--- config.mk ---
export PLATFORM = sky130hd
export DESIGN_NAME = instr_encoder
export DESIGN_NICKNAME = d
export VERILOG_FILES = /design/src/rtl/instr_encoder.sv
export SDC_FILE = /design/constraint.sdc
export NUM_CORES = 1
export LEC_CHECK = 0
export BUFFER_PORTS_ARGS = -buffer_cell sky130_fd_sc_hd__buf_4
export CORE_MARGIN = 10
export CORE_UTILIZATION = 56
export CTS_CLUSTER_DIAMETER = 50
export DETAILED_ROUTE_END_ITERATION = 8
export PLACE_DENSITY = 0.95
export SETUP_SLACK_MARGIN = 0.02
export SLEW_MARGIN = 5
export SYNTH_ARGS = -nofsm -noshare
export SYNTH_HDL_FRONTEND = slang
export SYNTH_SLANG_ARGS = --single-unit
--- constraint.sdc ---
create_clock -name clk -period 6.2 [get_ports clk]
set_clock_uncertainty 0.2 [all_clocks]
set_input_delay 0.31 -clock clk [delete_from_list [all_inputs] [get_ports clk]]
set_output_delay 0.31 -clock clk [all_outputs]
set_load 0.01 [all_outputs]
--- src/rtl/instr_encoder.sv ---
// Instruction-memory loader: accepts decoded field sets, encodes them into
// 32-bit instruction words and writes them to consecutive word addresses.
module instr_encoder (
  input  logic        clk,
  input  logic        reset,
  input  logic        start,
  input  logic [31:0] base_addr,
  input  logic [7:0]  limit,
  input  logic        in_valid,
  output logic        in_ready,
  input  logic [3:0]  Cond,
  input  logic [1:0]  Op,
  input  logic [5:0]  Funct,
  input  logic [3:0]  Rn,
  input  logic [3:0]  Rd,
  input  logic [11:0] Src2,
  input  logic [23:0] Imm24,
  output logic        MemWE,
  output logic [31:0] MemAddr,
  output logic [31:0] MemWD,
  output logic        busy,
  output logic        done,
  output logic        err,
  output logic [7:0]  word_count,
  output logic [7:0]  err_count,
  output logic [1:0]  state_dbg
);

  typedef enum logic [1:0] {
    IDLE = 2'd0,
    LOAD = 2'd1,
    DONE = 2'd2
  } state_t;

  state_t      state;
  logic [31:0] base_q;
  logic [7:0]  limit_q;
  logic        funct_ok;
  logic        legal;
  logic        accept;
  logic [31:0] enc_word;

  // Handshake: a field set transfers on a rising edge where in_valid and
  // in_ready are both 1; in_ready never depends on in_valid.
  assign in_ready  = (state == LOAD) && (word_count < limit_q);
  assign accept    = in_valid && in_ready;
  assign busy      = (state == LOAD);
  assign done      = (state == DONE);
  assign state_dbg = state;

  always_comb begin
    funct_ok = 1'b0;
    case (Funct[4:1])
      4'b0000, 4'b0010, 4'b0100, 4'b0101,
      4'b1000, 4'b1001, 4'b1010, 4'b1011,
      4'b1100, 4'b1101: funct_ok = 1'b1;
      default:          funct_ok = 1'b0;
    endcase
  end

  always_comb begin
    legal    = (Op == 2'b01) || (Op == 2'b10) || ((Op == 2'b00) && funct_ok);
    enc_word = {Cond, Op, Funct, Rn, Rd, Src2};
    if (Op == 2'b10) enc_word = {Cond, 2'b10, Funct[5:4], Imm24};
  end

  always_ff @(posedge clk or negedge reset) begin
    if (!reset) begin
      state      <= IDLE;
      base_q     <= '0;
      limit_q    <= '0;
      MemWE      <= 1'b0;
      MemAddr    <= '0;
      MemWD      <= '0;
      err        <= 1'b0;
      word_count <= '0;
      err_count  <= '0;
    end else begin
      MemWE <= 1'b0;
      err   <= 1'b0;
      case (state)
        IDLE, DONE: begin
          if (start) begin
            state      <= LOAD;
            base_q     <= base_addr & ~32'h3;
            limit_q    <= limit;
            word_count <= '0;
            err_count  <= '0;
          end
        end
        LOAD: begin
          if (accept) begin
            if (legal) begin
              MemWE      <= 1'b1;
              MemAddr    <= base_q + {22'd0, word_count, 2'b00};
              MemWD      <= enc_word;
              word_count <= word_count + 8'd1;
            end else begin
              err <= 1'b1;
              if (err_count != 8'hFF) err_count <= err_count + 8'd1;
            end
          end
          // Reached only once the final write is already on the port.
          if (word_count == limit_q) state <= DONE;
        end
        default: state <= IDLE;
      endcase
    end
  end

endmodule

Word-level counts from Yosys, hierarchy flattened
Memories as Yosys holds them, arrays and structs flattened.
Cells that the tools add are included.
{"block": "totals", "ff_bits": 122, "mem_count": 1, "out_inout_bits": 87, "mem_bits_ro": 16, "wordCells": 58}
{"block": "classes", "mux": 18, "n_eq_ne": 12, "n_addsub": 3, "n_lt_le_gt_ge": 1, "n_reduce_logical": 14}
{"name": "(name not given)", "depth": 16, "word_bits": 1, "read_ports": 1, "rd_clocked_by_memory_dff": 0, "wr": 0, "line_no": "53", "text": "case (Funct[4:1])"}
{"operator": "8-bit two-way mux", "count": 6}
{"operator": "32-bit by 10-bit adder with 32-bit output", "count": 1}
{"operator": "8-bit case mux with 2 select lines", "count": 2}
{"operator": "28-bit two-way mux", "count": 1}
{"operator": "8-bit by 1-bit adder with 8-bit output, second input constant", "count": 2}
{"operator": "8-bit == test", "count": 1}
{"operator": "8-bit less-than comparator", "count": 1}
{"operator": "2-bit by 1-bit inequality test with 1-bit output, second input constant", "count": 4}
{"operator": "8-bit inequality test, second input constant", "count": 1}
{"operator": "1-bit two-way mux", "count": 6}
{"operator": "5-bit AND reduction", "count": 1}
{"operator": "2-bit by 1-bit == test with 1-bit output, second input constant", "count": 2}
{"operator": "2-bit == test, second input constant", "count": 2}
{"operator": "2-bit logical NOT", "count": 2}
{"operator": "2-bit two-way mux", "count": 2}
{"operator": "2-bit inequality test, second input constant", "count": 2}
{"operator": "2-bit case mux with 2 select lines", "count": 1}
{"operator": "2-bit AND reduction", "count": 2}
{"operator": "4-bit AND reduction", "count": 1}
{"operator": "1-bit logical AND", "count": 3}
{"operator": "3-bit AND reduction", "count": 1}
{"operator": "1-bit logical OR", "count": 2}
{"operator": "2-bit nonzero test", "count": 1}
{"operator": "2-bit OR reduction", "count": 1}

Depth between registers and ports, before layout
Gate-level depths: netlist of run 1.
{"block": "logic_depth", "depth_word": 6, "ltp_mapped": 10, "mapped_depth_nobuf": 9}

Worst setup path before layout of run 1
No wires, ideal clock.
{"block": "synth_path", "path_kind": "reg2reg", "startpoint": "register word_count[1]", "endpoint": "register err_count[4]", "required_time_ns": 5.924, "stages_incl_launch_ff": 9, "n_path_buf": 1, "setup_slack_ns": 3.686, "setup_ns": 0.076, "arrival_time_ns": 2.238, "path_cell_list": "dfrtp_1 -> ha_1 -> nor2b_1 -> o211ai_2 -> a21oi_1 -> or3_1 -> buf_2 -> or4_1 -> o21ai_1"}
{"block": "synth_via", "elab_chain_cells": 5}
{"item": "start: declaration", "line_no": "24", "text": "output logic [7:0] word_count,"}
{"item": "start signal: assignment", "line_no": "97", "text": "word_count <= word_count + 8'd1;"}
{"item": "8-bit less-than comparator", "line_no": "45", "text": "assign in_ready = (state == LOAD) && (word_count < limit_q);"}
{"item": "1-bit logical AND", "line_no": "45"}
{"item": "1-bit logical AND", "line_no": "46", "text": "assign accept = in_valid && in_ready;"}
{"item": "2-bit by 1-bit inequality test with 1-bit output (no line)"}
{"item": "5-bit AND reduction (no line)"}
{"item": "end signal: assignment", "line_no": "100", "text": "if (err_count != 8'hFF) err_count <= err_count + 8'd1;"}
{"item": "end: declaration", "line_no": "25", "text": "output logic [7:0] err_count,"}
No other way between the ends.
A chain may end at the register's enable or synchronous reset.

Final worst setup path of run 1
{"block": "layout_path", "startpoint": "register word_count[0]", "endpoint": "register MemAddr[14]"}
{"block": "layout_via", "elab_chain_cells": 4}
{"item": "parallel branches: the longest is 4 deep, another holds 32-bit by 10-bit adder with 32-bit output"}
{"item": "end signal: assignment", "line_no": "95", "text": "MemAddr <= base_q + {22'd0, word_count, 2'b00};"}
{"item": "end: declaration", "line_no": "19", "text": "output logic [31:0] MemAddr,"}
Parallel ways; which one is timed is not known.

==> out/results.ini, run 1 <==
[run_status]
outcome=complete, no violations

[power_and_ir_drop]
ir_drop_uv=263
power_density_mw_per_mm2=453
comb_power_share_pct=38.8
swShare_pct=39.3
seq_power_share_pct=34.9
power.total_mw=4.10
switchingPower_mw=1.61
clkPwrFrac_pct=26.2
p_leak_nw=4.37
p_int_mw=2.49

[timing]
finalMaxSlewViolations=0
tightestPinTransition_ps=1170
fin_crit_sh_pct=54.9
finalSetupViolations=0
period_needed_ps=3410
hold_viol_final=0
fmax_ghz=0.294
slew_headroom_pct=22.1
rsz0062_at_grt=false
tns_ps=0

[floorplanning]
die_w_um=124
pin_count=187
core_area_mm2=0.0104
dieArea_mm2=0.0153
start_util_pct=57.8
rows=37
dieHeight_um=124

[drt]
post_drt_wl_per_cell_um=21.9
first_iter_violations=788
drc=0
post_drt_via_cell_ratio=5.97
first_pass_iters=8
vias=6407
wirelength_um=23500
drtAntennaViolNets=0

[placed_design]
finalWeightedCongestion=0.849
port_buffers=182
placed_area_mm2=0.00746
dp_hpwl_um=12400

[worst_hold_path]
hp-class=in -> async

[yosys]
synth_edf_count=0
syn_inst=652
syn_area_per_cell_um2=9.23
yosysSeqAreaShare_pct=49.9
yosys_warnings=0
yosys_register_bits=120
synth_ff_type=dfrtp_1
async_flop_share_pct=100
synth_cell_types=58
synth.cell_area_mm2=0.00602

[cts]
cts_tree=yes
clk_pin_slew_worst_paths_ps=70
h-tree-depth=4
cts.path.max_buffers=2
insertion_delay_ps=520
cts_buffers=17
post_cts_resized=0
clkSinkCount=120
root_buffer=clkbuf_8
post-cts-setup-buffers=0

[global_route]
grt_pass1_vias=6549
gr-total-overflow=0
track_usage_pct=30.3
grt_pass1_wl_um=36100
antenna_found_initial=0
grt_max_degree=118

[critical_path]
cp_max_fo=11
path_class=reg -> reg
critPathLaunchType=register
required_ps=6350
arrival_ps=3560
reg2reg_depth=9
cp-end-kind=register

[final_layout]
final_area_mm2=0.00905
fillers=458
final_layout_size_suffix_gt1_share_pct=25.2
nets=1043
area.growth.synth_to_final_pct=50.5

[job]
maxCapViolations=0

power groups by stage:
stage | sequential, mW | clock [mW] | combinational, mW
4_1_cts | 1.39 | 1.06 | 1.51
3_5_place_dp | 1.40 | 0 | 1.44
3_3_place_gp | 1.37 | 0 | 1.38
2_1_floorplan | 1.46 | 0 | 0.691
5_1_grt | 1.47 | 1.11 | 1.73
6_report | 1.43 | 1.08 | 1.59
logic make-up (layout without fill, tap and decap cells):
family,after synthesis,after routing,synth area share [%]
mux,27,27,4.51
buf+inv,57,339,3.87
flops,120,120,49.9
compound gates,132,132,13.4
fa+ha+maj,21,21,4.49
other cells,1,4,0.0623
xor+xnor,28,28,4.08
simple gates,266,266,19.7
final timing paths:
check | slack (ps) | end | startpoint
min in group clk | 220 | err$_DFF_PN0_ | Funct[3]
max reg2reg | 2790 | MemAddr[14]$_DFFE_PN0P_ | word_count[0]$_DFFE_PN0P_
max in group asynchronous | 4290 | limit_q[7]$_DFFE_PN0P_ | reset
min reg2reg | 280 | MemWD[29]$_DFFE_PN0P_ | MemWD[29]$_DFFE_PN0P_
max | 2790 | MemAddr[14]$_DFFE_PN0P_ | word_count[0]$_DFFE_PN0P_
min | 170 | MemAddr[26]$_DFFE_PN0P_ | reset
worst max-delay path, stage by stage (launching register included):
cell and delay (ps):
dfrtp_1 490, ha_1 290, inv_1 70, fa_1 210, nor2b_1 70, o31a_1 270, o21bai_1 920, nor3_1 150
xnor2_1 180, o21ai_0 400
state kept, by name, indices dropped and copies added (netlist names):
| signal | cells |
|---|---|
| limit_q | 8 |
| err | 1 |
| MemAddr | 30 |
| word_count | 8 |
| MemWE | 1 |
| state_dbg | 2 |
| MemWD | 32 |
| base_q | 30 |
| err_count | 8 |
cells in the mapped netlist (all sizes together) (2+ instances only):
library cell  number  area, µm²
a2111o             2       22.5
a211oi             4       47.5
a21o               6       45.0
a21oi             14       73.8
a31oi              2       27.5
and3               4       25.0
buf               12       63.8
clkbuf            20       75.1
dfrtp            120       3000
ha                20        250
inv               25       93.8
mux2i             26        260
nand2            185        697
nand2b             5       31.3
nand3             12       60.1
nand4             10       62.6
nor2              14       52.6
nor2b              3       18.8
nor3              12       70.1
nor4               5       37.5
o211ai             2       20.0
o21a               2       15.0
o21ai             85        425
o21bai             2       15.0
o31ai              4       30.0
or2                2       12.5
or3                5       41.3
or4                6       45.0
xnor2             19        166
xor2               9       78.8
metal layers:
| layer | wire length [µm] | track usage [%] |
|---|---|---|
| met1 | 8170 | 33.3 |
| met4 | 1290 | 16.5 |
| met3 | 2670 | 8.60 |
| met5 | 0 | 0 |
| met2 | 11400 | 52.0 |
timing repair:
item / 4_1_cts / 5_1_grt
hold endpoints to repair: 121 / 0
setup endpoints to repair: 0 / 0
hold buffers: 96 / 0
through the flow:
stage / utilization (%) / hold WS [ps] / worst slack [ps] / std cells
3_3_place_gp: 71.6 / 168 / 3040 / 943
6_report: 86.9 / 165 / 2790 / 1073
5_1_grt: 86.9 / 234 / 2630 / 1071
4_1_cts: 86.9 / 182 / 2950 / 1071
2_1_floorplan: - / -186 / 3690 / 653
3_5_place_dp: 71.6 / 173 / 2980 / 943
area by class of cell:
type	instances	area, µm²	area share, %
inverter	25	93.8	1.04
clock inverter	15	213	2.35
multi-input combinational	476	2800	30.9
sequential	120	3000	33.2
clock buffer	17	414	4.57
antenna	2	5.00	0.0553
timing repair buffer	282	2360	26.0
tap	136	170	1.88
placed cells by master, fill, tap and decap left out, types with 3 or more instances in the layout:
cell           netlist  layout
xor2_1               9       9
bufinv_16            0       4
dlygate4sd3_1        0      96
dfrtp_1            120     120
o21ai_1             11      11
and3_1               4       4
nand2_1            184     184
xnor2_1             19      19
nor2_1              14      14
mux2i_1             26      26
ha_1                20      20
or3_1                3       3
nor4_1               4       4
o21ai_0             74      74
nand2b_1             5       5
a21oi_1             13      13
a21o_1               6       6
buf_4                2     186
o31ai_1              4       4
nor3_1              10      10
inv_6                0       7
or4_1                6       6
nand3_1             12      12
inv_1               24      24
nand4_1             10      10
clkbuf_16            0      16
Note: power is estimated with default switching activity, not from simulation.
==> inputs of run 2 (changes only) <==
- ABC_AREA: not set -> 1
- CORE_UTILIZATION: 56 -> 48
- PLACE_DENSITY: 0.95 -> 0.86
- clock period: 6.2 -> 3.07 ns (I/O delays scaled with it)
==> out/results.ini, run 2 <==
[critical_path]
crit_end=MemAddr[11]$_DFFE_PN0P_  ; was MemAddr[14]$_DFFE_PN0P_
critPathLaunchType=register  ; unchanged
worst_path_most_repeated_cell=nand2_1
max_stage_delay_ps=450  ; was 920 ps
arrival_ps=2700  ; was 3560 ps
cpMaxStageDelayCell=dfrtp_1  ; was o21bai_1
crit_family=simple AND/OR/NAND/NOR gates  ; was compound AO/OA/AOI/OAI gates
cp-end-kind=register  ; unchanged
crit_buf_inv=2  ; was 1
reg2reg_depth=11  ; was 9
worst-path-stages=11  ; was 9
rrSetupSlack_ps=470  ; was 2790 ps
path_cells=ha_1 -> nand2_1 -> inv_1 -> nand2_1 -> nand2_1 -> nand2_1 -> and2_4 -> nand3_4 -> buf_12 -> nand2_1 -> nand2_1  ; was ha_1 -> inv_1 -> fa_1 -> nor2b_1 -> o31a_1 -> o21bai_1 -> nor3_1 -> xnor2_1 -> o21ai_0
crit-reg2reg-launch=word_count[3]$_DFFE_PN0P_  ; was word_count[0]$_DFFE_PN0P_
crit_start=word_count[3]$_DFFE_PN0P_  ; was word_count[0]$_DFFE_PN0P_
cp_max_fo=41  ; was 11
r2r-end=MemAddr[11]$_DFFE_PN0P_  ; was MemAddr[14]$_DFFE_PN0P_
path_class=reg -> reg  ; unchanged
required_ps=3170  ; was 6350 ps

[power_and_ir_drop]
ir_drop_uv=432  ; was 263 µV
power_density_mw_per_mm2=885  ; was 453 mW/mm²
p_leak_nw=5.25  ; was 4.37 nW

[cts]
cts_buffers=17  ; unchanged
root_buffer=clkbuf_16  ; was clkbuf_8
cts.path.max_buffers=2  ; unchanged
clkSinkCount=120  ; unchanged
cts_hold_buf=97  ; was 96
post_cts_resized=0  ; unchanged
h-tree-depth=4  ; unchanged
clk_pin_slew_worst_paths_ps=50  ; was 70 ps
insertion_delay_ps=410  ; was 520 ps
post-cts-setup-buffers=0  ; unchanged
cts_tree=yes  ; unchanged

[placed_design]
dp_hpwl_um=14000  ; was 12,400 µm
placed_area_mm2=0.00812  ; was 0.00746 mm²
place_inst=1215  ; was 943
place_ws_ps=588  ; was 2980 ps
finalWeightedCongestion=0.914  ; was 0.849
port_buffers=182  ; unchanged

[floorplanning]
start_util_pct=49.7  ; was 57.8%
dieArea_mm2=0.0190  ; was 0.0153 mm²
pin_count=187  ; unchanged
core_area_mm2=0.0134  ; was 0.0104 mm²
die_w_um=138  ; was 124 µm
dieHeight_um=138  ; was 124 µm
rows=42  ; was 37

[timing]
slew_headroom_pct=46.7  ; was 22.1%
period_needed_ps=2600  ; was 3410 ps
tightestPinTransition_ps=799  ; was 1170 ps
fmax_ghz=0.385  ; was 0.294 GHz
setup_slack_ps=472  ; was 2790 ps
hold_viol_final=0  ; unchanged
tns_ps=0  ; unchanged
fin_crit_sh_pct=84.6  ; was 54.9%
rsz0062_at_grt=false  ; unchanged
finalSetupViolations=0  ; unchanged
finalMaxSlewViolations=0  ; unchanged

[yosys]
syn_inst=877  ; was 652
async_flop_share_pct=100  ; unchanged
synth_edf_count=0  ; unchanged
synth_commonest_cells=nand2_1, dfrtp_1, inv_1  ; was nand2_1, dfrtp_1, o21ai_0
yosys_warnings=0  ; unchanged
yosysSeqAreaShare_pct=45.1  ; was 49.9%
synth.cell_area_mm2=0.00666  ; was 0.00602 mm²
synth_top_area_cell=dfrtp_1  ; unchanged
synthMostInstantiatedCell=nand2_1  ; unchanged
synth_cell_types=38  ; was 58
syn_area_per_cell_um2=7.60  ; was 9.23 µm²
synthTopCellsByArea=dfrtp_1, nand2_1, inv_1  ; was dfrtp_1, nand2_1, o21ai_0
yosys_register_bits=120  ; unchanged
synth.top_cell.area_share_pct=45.1  ; was 49.9%
synth_ff_type=dfrtp_1  ; unchanged

[final_layout]
top_register=MemWD  ; unchanged
mostFrequentLayoutCells=nand2_1, buf_4, dfrtp_1  ; was buf_4, nand2_1, dfrtp_1
reg_top3=MemWD: 32 flops, MemAddr: 30 flops, base_q: 30 flops  ; unchanged
final_common_cell=nand2_1  ; was buf_4
finalNonFillerCells=1345  ; was 1,073
final_core_util_pct=71.9  ; was 86.9%
final_layout_size_suffix_gt1_share_pct=22.3  ; was 25.2%
area.growth.synth_to_final_pct=44.5  ; was 50.5%
nets=1276  ; was 1,043
largest_reg_flops=32  ; unchanged
final_area_mm2=0.00963  ; was 0.00905 mm²

[drt]
drtAntennaViolNets=0  ; unchanged
wirelength_um=21800  ; was 23,500 µm
post_drt_wl_per_cell_um=16.2  ; was 21.9 µm
first_pass_iters=5  ; was 8
post_drt_via_cell_ratio=5.10  ; was 5.97
vias=6862  ; was 6,407
first_iter_violations=445  ; was 788
drc=0  ; unchanged

[job]
maxCapViolations=0  ; unchanged

[global_route]
grt_pass1_wl_um=35000  ; was 36,100 µm
gr-total-overflow=0  ; unchanged
antenna_found_initial=2  ; was 0
use_met1_pct=27.0  ; was 33.3%
grt_use_met3_pct=5.75  ; was 8.60%
grt_max_degree=82  ; was 118
grt_most_used_layer=met2  ; unchanged
track_usage_pct=23.2  ; was 30.3%
grt_pass1_vias=7058  ; was 6,549
grt_use_met2_pct=39.1  ; was 52.0%

[run_status]
outcome=complete, no violations  ; unchanged

[worst_hold_path]
hp-class=in -> async  ; unchanged

==> run 2: cell count changes in the layout (fill, tap and decap cells not counted), moves of 9 or more <==
| cell | before | now |
|---|---|---|
| a21oi_1 | 13 | 31 |
| inv_1 | 24 | 75 |
| mux2_2 | 1 | 14 |
| mux2i_1 | 26 | 0 |
| nand2_1 | 184 | 395 |
| nand3_1 | 12 | 53 |
| nor2_1 | 14 | 70 |
| o21ai_0 | 74 | 2 |
| o21ai_1 | 11 | 0 |
| o21ai_2 | 0 | 9 |
| xnor2_1 | 19 | 8 |
==> run 2: worst min path at each step <==
stage                     cells past startpoint                 endpoint  slack, ps      from
after floorplan                               0  MemAddr[10]$_DFFE_PN0P_       -340     reset
after global placement                        1   limit_q[2]$_DFFE_PN0P_        -40     reset
after detailed placement                      1   limit_q[2]$_DFFE_PN0P_        -30     reset
after CTS                                     5            err$_DFF_PN0_         50  Funct[3]
after global routing                          5            err$_DFF_PN0_         90  Funct[3]
final                                         2   limit_q[2]$_DFFE_PN0P_         60     reset
==> run 2: area by class of cell <==
| class | instances | area (µm²) |
|---|---|---|
| Clock buffer | 22 | 454 |
| Sequential cell | 120 | 3000 |
| Fill cell | 964 | 3770 |
| Inverter | 76 | 285 |
| Clock inverter | 9 | 77.6 |
| Multi-Input combinational cell | 654 | 3170 |
| Antenna cell | 2 | 5.00 |
| Timing Repair Buffer | 286 | 2410 |
| Tap cell | 176 | 220 |
==> run 2: kinds of logic (layout without fill, tap and decap cells) <==
group / after synthesis / in the layout / synth area share [%]
other: 1 / 4 / 0.0563
adders and majority gates: 21 / 21 / 4.06
muxes: 14 / 14 / 2.37
AOI/OAI and AO/OA: 46 / 46 / 4.17
DFF: 120 / 120 / 45.1
buffers and inverters: 104 / 393 / 7.44
xor gates and xnor gates: 14 / 14 / 1.84
and+or+nand+nor: 557 / 557 / 35.0
==> run 2: through the flow <==
| stage | power [mW] | hold WS [ps] |
|---|---|---|
| 2_1_floorplan | 5.01 | -342 |
| 3_3_place_gp | 6.35 | -37.2 |
| 3_5_place_dp | 6.49 | -34.3 |
| 4_1_cts | 8.45 | 46.2 |
| 5_1_grt | 9.14 | 86.5 |
| 6_report | 8.52 | 59.3 |
==> run 2: per-layer routing <==
metal | up-vias | share of wire (%)
li1 | 3301 | -
met1 | 3213 | 40
met2 | 289 | 49
met3 | 59 | 8.3
met4 | 0 | 3.4
met5 | - | 0
==> run 2: where the power goes <==
group / leakage (nW) / total (mW) / switching [mW] / internal, mW
clock network: 0.256 / 1.81 / 0.692 / 1.12
logic: 3.54 / 3.87 / 2.21 / 1.66
registers: 1.45 / 2.84 / 0.553 / 2.29
total: 5.25 / 8.52 / 3.45 / 5.07
==> inputs of run 3 (changes only) <==
- CORE_UTILIZATION: 48 -> 53
- PLACE_DENSITY: 0.86 -> 0.9
- clock period: 3.07 -> 2.6 ns (I/O delays scaled with it)
==> out/results.ini, run 3 (same netlist as run 2, synthesis figures left out) <==
[run_status]
outcome=complete, no violations  ; unchanged

[cts]
cts.path.max_buffers=2  ; unchanged
insertion_delay_ps=410  ; about the same
h-tree-depth=4  ; unchanged
cts_buffers=17  ; unchanged
post-cts-setup-buffers=0  ; unchanged
clkSinkCount=120  ; unchanged
clk_pin_slew_worst_paths_ps=60  ; was 50 ps
root_buffer=clkbuf_16  ; unchanged
cts_tree=yes  ; unchanged

[critical_path]
cp_max_fo=24  ; was 41
critPathLaunchType=input pin  ; was register
required_ps=2680  ; was 3170 ps
arrival_ps=2660  ; was 2700 ps
rrSetupSlack_ps=180  ; was 470 ps
path_class=in -> reg  ; was reg -> reg
cp-end-kind=register  ; unchanged

[placed_design]
dp_hpwl_um=14100  ; was 14,000 µm
place_inst=1218  ; was 1,215
port_buffers=182  ; unchanged
finalWeightedCongestion=0.958  ; was 0.914
place_ws_ps=186  ; was 588 ps

[drt]
post_drt_wl_per_cell_um=17.0  ; was 16.2 µm
dr_wl_met2_um=11400  ; was 10,600 µm
wl_met3_um=2100  ; was 1820 µm
first_pass_iters=5  ; unchanged
first_iter_violations=683  ; was 445
vias=7071  ; was 6,862
post_drt_via_cell_ratio=5.24  ; was 5.10
drtAntennaViolNets=0  ; unchanged
wirelength_um=23000  ; was 21,800 µm
drc=0  ; unchanged
wl_met1_um=8790  ; was 8660 µm
top_layer=met4  ; unchanged

[global_route]
grt_pass1_wl_um=37300  ; was 35,000 µm
grt_pass1_vias=7216  ; was 7,058
track_usage_pct=26.1  ; was 23.2%
grt_max_degree=64  ; was 82
gr-total-overflow=0  ; unchanged
antenna_found_initial=2  ; unchanged

[worst_hold_path]
hp-class=in -> reg  ; was in -> async

[timing]
tightestPinTransition_ps=555  ; was 799 ps
finalMaxSlewViolations=0  ; unchanged
fmax_ghz=0.387
tns_ps=0  ; unchanged
setup_slack_ps=16.3  ; was 472 ps
worst_hold_slack_ps=40.5  ; was 59.3 ps
slew_headroom_pct=63.0  ; was 46.7%
finalSetupViolations=0  ; unchanged
fin_crit_sh_pct=99.4
period_needed_ps=2580
rsz0062_at_grt=true  ; was false
hold_viol_final=0  ; unchanged

[final_layout]
finalNonFillerCells=1349  ; was 1,345
fillers=724  ; was 964
top_register=MemWD  ; unchanged
nets=1287  ; was 1,276
final_layout_size_suffix_gt1_share_pct=23.7  ; was 22.3%
largest_reg_flops=32  ; unchanged
reg_top3=MemWD: 32 flops, MemAddr: 30 flops, base_q: 30 flops  ; unchanged
mostFrequentLayoutCells=nand2_1, buf_4, dfrtp_1  ; unchanged
final_common_cell=nand2_1  ; unchanged
area.growth.synth_to_final_pct=47.6  ; was 44.5%

[job]
maxCapViolations=0  ; unchanged

[power_and_ir_drop]
p_leak_nw=5.35  ; was 5.25 nW
power_density_mw_per_mm2=1080  ; was 885 mW/mm²
ir_drop_uv=588  ; was 432 µV

[floorplanning]
start_util_pct=54.8  ; was 49.7%
core_area_mm2=0.0122  ; was 0.0134 mm²
dieArea_mm2=0.0175  ; was 0.0190 mm²
rows=40  ; was 42
pin_count=187  ; unchanged
dieHeight_um=132  ; was 138 µm
die_w_um=132  ; was 138 µm

[run 3: routing by layer]
metal,vias to the layer above,GRT usage [%]
li1,3317,-
met1,3294,30.5
met2,399,44.8
met3,61,6.63
met4,0,10.4
met5,-,0
[run 3: area by class of cell]
cell class | count | area, µm² | share of cell area [%]
Antenna cell | 2 | 5.00 | 0.0509
Clock buffer | 19 | 433 | 4.40
Clock inverter | 13 | 179 | 1.82
Inverter | 76 | 289 | 2.94
Multi-Input combinational cell | 654 | 3180 | 32.3
Sequential cell | 120 | 3000 | 30.6
Tap cell | 168 | 210 | 2.14
Timing Repair Buffer | 297 | 2530 | 25.8
[run 3: what timing repair did]
action	CTS	global route
resized for setup	0	5
endpoints found under the hold margin	120	0
hold buffers	97	0
setup endpoints to repair	0	22
[run 3: path summary, 6_finish.rpt]
path / cells past startpoint / endpoint / start
max: 10 / MemWD[18]$_DFFE_PN0P_ / Op[0]
min: 5 / err$_DFF_PN0_ / Funct[2]
max reg2reg: 11 / MemWD[18]$_DFFE_PN0P_ / word_count[1]$_DFFE_PN0P_
min reg2reg: 2 / MemWD[9]$_DFFE_PN0P_ / MemWD[9]$_DFFE_PN0P_
max in group asynchronous: 3 / base_q[28]$_DFFE_PN0P_ / reset
min in group asynchronous: 2 / limit_q[3]$_DFFE_PN0P_ / reset
[run 3: report_power, final]
part           switching, mW  internal (mW)
Combinational           2.75           2.04
Clock                  0.864           1.60
Sequential             0.644           2.70
Total                   4.26           6.34
[run 3: per-stage QoR]
stage | area, µm² | utilization [%] | total power [mW]
after floorplan | 6670 | - | 5.92
after global placement | 8230 | 67.7 | 7.60
after detailed placement | 8230 | 67.7 | 7.77
after CTS | 9820 | 80.7 | 10.4
after global routing | 9830 | 80.9 | 11.3
final | 9830 | 80.9 | 10.6
[run 3: worst max-delay path, stage by stage]
cell and delay [ps]:
dlygate4sd3_1 540, buf_4 150, inv_1 100, ha_1 240, clkinvlp_4 430, nand2_1 240
nand2_1 80, dlygate4sd3_1 570, nand2_1 80, nand2_1 90
